**src/rtl/vend_pkg.sv**
```systemverilog
// Shared vending-machine types: change dispenser state encoding and coin values in quarter units.
package vend_pkg;

    typedef enum logic [1:0] {
        DISP_IDLE,
        DISP_EJECT,
        DISP_GAP,
        DISP_DONE
    } disp_state_t;

    localparam int QTR_VAL  = 1;
    localparam int HALF_VAL = 2;

endpackage

```
**src/rtl/change_dispenser_pulse_timer.sv**
```systemverilog
// Loadable down-counter that parks at zero; o_expired marks the last cycle of a timed interval.
module pulse_timer #(
    parameter int W = 3
) (
    input  logic         i_clk,
    input  logic         i_rst,
    input  logic         i_load,
    input  logic [W-1:0] i_load_val,
    output logic         o_expired
);

    logic [W-1:0] r_count;

    always_ff @(posedge i_clk or posedge i_rst) begin
        if (i_rst) begin
            r_count <= '0;
        end else if (i_load) begin
            r_count <= i_load_val;
        end else if (r_count != '0) begin
            r_count <= r_count - W'(1);
        end
    end

    assign o_expired = (r_count == '0);

endmodule

```
**src/rtl/change_dispenser.sv**
```systemverilog
// Coin-return sequencer: accepts an owed amount in quarters and pulses the half-dollar and
// quarter ejectors one coin at a time, largest coin first, then pulses done.
module change_dispenser
    import vend_pkg::*;
#(
    parameter int PULSE_CYCLES = 4,
    parameter int GAP_CYCLES   = 2,
    parameter int QW           = 3
) (
    input  logic          CLK,
    input  logic          RES,
    input  logic          req_valid,
    input  logic [QW-1:0] req_qtrs,
    output logic          req_ready,
    output logic          halfDollar_out,
    output logic          quarter_out,
    output logic          busy,
    output logic          done,
    output logic [QW-1:0] remaining
);

    localparam int TMAX = (PULSE_CYCLES > GAP_CYCLES) ? PULSE_CYCLES : GAP_CYCLES;
    localparam int TW   = $clog2(TMAX + 1);
    localparam logic [TW-1:0] PULSE_LOAD = TW'(PULSE_CYCLES - 1);
    localparam logic [TW-1:0] GAP_LOAD   = TW'(GAP_CYCLES - 1);
    localparam logic [QW-1:0] HALF_Q     = QW'(HALF_VAL);
    localparam logic [QW-1:0] QTR_Q      = QW'(QTR_VAL);

    disp_state_t   r_state;
    logic [QW-1:0] r_remaining;
    logic          r_coin_half;
    logic          r_half;
    logic          r_qtr;
    logic          r_busy;
    logic          r_done;
    logic          r_ready;

    disp_state_t   w_state_nxt;
    logic [QW-1:0] w_remaining_nxt;
    logic          w_coin_half_nxt;
    logic          w_load;
    logic [TW-1:0] w_load_val;
    logic          w_expired;
    logic [QW-1:0] w_sel_src;
    logic          w_sel_half;
    logic [QW-1:0] w_sel_rem;

    pulse_timer #(.W(TW)) u_timer (
        .i_clk      (CLK),
        .i_rst      (RES),
        .i_load     (w_load),
        .i_load_val (w_load_val),
        .o_expired  (w_expired)
    );

    // Coin choice for the next EJECT entry: from the fresh request in IDLE, else from what is still owed.
    assign w_sel_src  = (r_state == DISP_IDLE) ? req_qtrs : r_remaining;
    assign w_sel_half = (w_sel_src >= HALF_Q);
    assign w_sel_rem  = w_sel_src - (w_sel_half ? HALF_Q : QTR_Q);

    always_comb begin
        w_state_nxt     = r_state;
        w_remaining_nxt = r_remaining;
        w_coin_half_nxt = r_coin_half;
        w_load          = 1'b0;
        w_load_val      = '0;
        case (r_state)
            DISP_IDLE: begin
                if (req_valid) begin
                    w_load = 1'b1;
                    if (req_qtrs == '0) begin
                        w_state_nxt     = DISP_DONE;
                        w_remaining_nxt = '0;
                    end else begin
                        w_state_nxt     = DISP_EJECT;
                        w_load_val      = PULSE_LOAD;
                        w_coin_half_nxt = w_sel_half;
                        w_remaining_nxt = w_sel_rem;
                    end
                end
            end
            DISP_EJECT: begin
                if (w_expired) begin
                    w_load = 1'b1;
                    if (r_remaining != '0) begin
                        w_state_nxt = DISP_GAP;
                        w_load_val  = GAP_LOAD;
                    end else begin
                        w_state_nxt = DISP_DONE;
                    end
                end
            end
            DISP_GAP: begin
                if (w_expired) begin
                    w_state_nxt     = DISP_EJECT;
                    w_load          = 1'b1;
                    w_load_val      = PULSE_LOAD;
                    w_coin_half_nxt = w_sel_half;
                    w_remaining_nxt = w_sel_rem;
                end
            end
            DISP_DONE: begin
                w_state_nxt = DISP_IDLE;
                w_load      = 1'b1;
            end
            default: begin
                w_state_nxt = DISP_IDLE;
            end
        endcase
    end

    // Outputs are registered from the next state so they line up with the state they describe.
    always_ff @(posedge CLK or posedge RES) begin
        if (RES) begin
            r_state     <= DISP_IDLE;
            r_remaining <= '0;
            r_coin_half <= 1'b0;
            r_half      <= 1'b0;
            r_qtr       <= 1'b0;
            r_busy      <= 1'b0;
            r_done      <= 1'b0;
            r_ready     <= 1'b1;
        end else begin
            r_state     <= w_state_nxt;
            r_remaining <= w_remaining_nxt;
            r_coin_half <= w_coin_half_nxt;
            r_half      <= (w_state_nxt == DISP_EJECT) && w_coin_half_nxt;
            r_qtr       <= (w_state_nxt == DISP_EJECT) && !w_coin_half_nxt;
            r_busy      <= (w_state_nxt != DISP_IDLE);
            r_done      <= (w_state_nxt == DISP_DONE);
            r_ready     <= (w_state_nxt == DISP_IDLE);
        end
    end

    assign req_ready      = r_ready;
    assign halfDollar_out = r_half;
    assign quarter_out    = r_qtr;
    assign busy           = r_busy;
    assign done           = r_done;
    assign remaining      = r_remaining;

endmodule

```
**config.mk**
```make
export PLATFORM = sky130hd
export DESIGN_NAME = change_dispenser
export DESIGN_NICKNAME = d
export VERILOG_FILES = /design/src/rtl/vend_pkg.sv /design/src/rtl/change_dispenser_pulse_timer.sv /design/src/rtl/change_dispenser.sv
export SDC_FILE = /design/constraint.sdc
export NUM_CORES = 1
export LEC_CHECK = 0
export CORE_MARGIN = 3
export CORE_UTILIZATION = 40
export CTS_CLUSTER_DIAMETER = 150
export CTS_CLUSTER_SIZE = 24
export DETAILED_ROUTE_END_ITERATION = 10
export PLACE_DENSITY = 0.72
export RECOVER_POWER = 100
export SYNTH_ARGS = -nofsm -noshare
export SYNTH_HDL_FRONTEND = slang
export SYNTH_HIERARCHICAL = 1
export SYNTH_SLANG_ARGS = --single-unit
```
**constraint.sdc**
```tcl
create_clock -name CLK -period 3.4 [get_ports CLK]
set_clock_uncertainty 0.15 [all_clocks]
set_input_delay 1.02 -clock CLK [delete_from_list [all_inputs] [get_ports CLK]]
set_output_delay 1.02 -clock CLK [all_outputs]
set_load 0.01 [all_outputs]
```
==> impl_metrics.json <==
{
  "synth_edf_count": 0,
  "syn-num-nets": 115,
  "die_area_sq_um": 3130,
  "setup_violations": 0,
  "hold_path_class": "register to register",
  "io_buffers": 13,
  "h-tree-depth": 1,
  "avgSynthCellArea_sq_um": 10.0,
  "vias_per_cell": 5.38,
  "clockBufferDepth": 2,
  "start_util": 0.435,
  "cpMostUsedCell": "ha_1",
  "outcome": "finished clean",
  "core-area_sq_um": 2300,
  "ios": 14,
  "grt_pass1_wl_microns": 3350,
  "yosysUniqueCellTypes": 45,
  "syn_area_sq_um": 1000,
  "critical_path_required_ns": 3.40,
  "holdBufCountCts": 0,
  "n_antenna_cell": 0,
  "clock_tree.root_cell": "clkbuf_4",
  "rsz0062_at_grt": "false",
  "rows": 17,
  "die_x_microns": 56.0,
  "cts_tree": "yes",
  "gr-total-overflow": 0,
  "final_layout_size_suffix_gt1_frac": 0.0690,
  "worst-path-buf-inv": 2,
  "drc": 0,
  "area_growth_pct": 13.5,
  "max_cap_viol_count": 0,
  "grt_start_max_net_pins": 14,
  "cts_setup_buffers": 0,
  "power.total_mw": 1.14,
  "synth_ff_type": "dfrtp_1",
  "clkTransAtPathRegs_ns": 0.08,
  "clk_latency_ns": 0.28,
  "muxShareOfSynthArea": 0.0451,
  "post-route-cell-area_sq_um": 1130,
  "max_slew.worst_pin.slew_ns": 0.531,
  "grt_use_total": 0.136,
  "synth_xor_xnor_area_share": 0.00876,
  "ant_nets": 0,
  "cpPeakStageDelay_ns": 0.57,
  "wl_microns": 1990,
  "reg2reg_setup_slack_ns": 0.84,
  "critical_path.top_delay_family": "buffers and inverters",
  "firstDrtPassIters": 4,
  "synth_top_family_by_area": "compound AO/OA/AOI/OAI gates",
  "tns_ns": 0,
  "power_density_nw_per_um2": 1010,
  "slew_headroom": 0.642,
  "maxSlewViolCount": 0,
  "wl_per_cell_microns": 13.8,
  "fill_cells": 224,
  "async_reset_ff_frac": 1.00,
  "layout_commonest_cell": "dfrtp_1",
  "antenna_found_initial": 0,
  "synth_compound_area_frac": 0.217,
  "gp_congestion": 0.810,
  "clock_sinks": 14,
  "synth_adder_area_share": 0.113,
  "die_y_microns": 56.0,
  "synthSimpleGateAreaFrac": 0.193,
  "arrival_ns": 3.07,
  "syn_inst": 100,
  "ys_ff_latch": 14,
  "via_count": 774,
  "cts_made_buffers": 3,
  "fmax_mhz": 326,
  "crit_type": "input port to register",
  "fin_util": 0.494,
  "placed_area_sq_um": 1160,
  "cp_cell_sequence": "dlygate4sd3_1, mux2_1, a211oi_4, ha_1, inv_1, ha_1, xnor2_1, a21oi_1, o22a_1, o21ai_0",
  "ys_warn_count": 6,
  "layout_worst_path_cycle_share": 0.902,
  "ys_seq_area_frac": 0.352,
  "crit_path_start_kind": "input port",
  "postCtsResizedCells": 0,
  "hold_viol_final": 0,
  "critPathMaxFanout": 3,
  "nets": 132,
  "end_kind": "register",
  "whs_ns": 0.409,
  "grt_pass1_vias": 760,
  "dp_hpwl_microns": 1570,
  "dr.first_iter.drc_count": 12,
  "cp_slowest_cell": "dlygate4sd3_1",
  "layout_min_cycle_time_ns": 3.07,
  "layout_common_cells": "13 x dfrtp_1, 12 x inv_1, 11 x dlygate4sd3_1",
  "p_leak_nw": 0.516,
  "peakVddDrop_v": 0.000489
}
[through the flow]
step	std cells	setup WS [ns]
floorplan	100	0.765
finish	144	0.332
global route	144	0.248
global placement	140	0.271
detailed placement	140	0.185
CTS	144	0.488
[synthesized netlist by cell type (2+ instances only)]
cell       n  share of area
a211oi_1   2          0.015
mux2i_1    3          0.030
nor2_1     5          0.019
ha_1       9           0.11
o31ai_1    2          0.015
inv_1     12          0.045
nor2b_1    4          0.025
nor4b_1    2          0.018
a21oi_1    5          0.025
o21ai_0    2          0.010
nor3_1     2          0.010
nand2_1    6          0.023
dfrtp_1   13           0.33
nand2b_1   2          0.013
[tightest hold or removal path, delay by kind of cell (launching register included)]
family,cells,cell delay [ns]
flops,1,0.40
simple gates,1,0.06
compound gates,1,0.06
[routing by layer]
| metal | part of all wire | vias to the layer above | track usage |
|---|---|---|---|
| li1 | - | 380 | - |
| met1 | 0.41 | 374 | 0.149 |
| met2 | 0.53 | 18 | 0.239 |
| met3 | 0.053 | 2 | 0.0487 |
| met4 | 0.0070 | 0 | 0.0475 |
| met5 | 0 | - | 0 |
[state kept, by name, summed over array words and instances, names as in the netlist]
name             cells
busy                 1
done                 1
halfDollar_out       1
quarter_out          1
r_coin_half          1
r_state              2
remaining            3
req_ready            1
u_timer/r_count      3
[power breakdown]
part | switching [mW] | internal [mW]
Clock | 0.0518 | 0.0652
Combinational | 0.385 | 0.326
Sequential | 0.0602 | 0.253
[cell type report]
type,count,area (sq um),share of cell area
Clock buffer,4,36.3,0.0320
Inverter,12,45.0,0.0397
Multi-Input combinational cell,71,526,0.463
Sequential cell,14,352,0.310
Tap cell,28,35.0,0.0309
Timing Repair Buffer,15,141,0.125
[cells by family (layout without fill, tap and decap cells)]
group | count (synthesis) | after routing
buffers and inverters | 15 | 31
DFF | 14 | 14
AOI/OAI and AO/OA | 24 | 24
xor gates and xnor gates | 1 | 1
and+or+nand+nor | 32 | 32
adders and majority gates | 9 | 9
other | 1 | 1
muxes | 4 | 4
[final timing paths]
path / start / cells past startpoint / to
max: req_qtrs[2] / 10 / remaining[2]
min: remaining[0] / 2 / remaining[0]
max reg2reg: r_state[0] / 11 / remaining[2]
min reg2reg: remaining[0] / 2 / remaining[0]
max in group asynchronous: RES / 2 / req_ready
min in group asynchronous: RES / 2 / u_timer/r_count[0]
No activity file was read; power rests on OpenSTA's default activity.
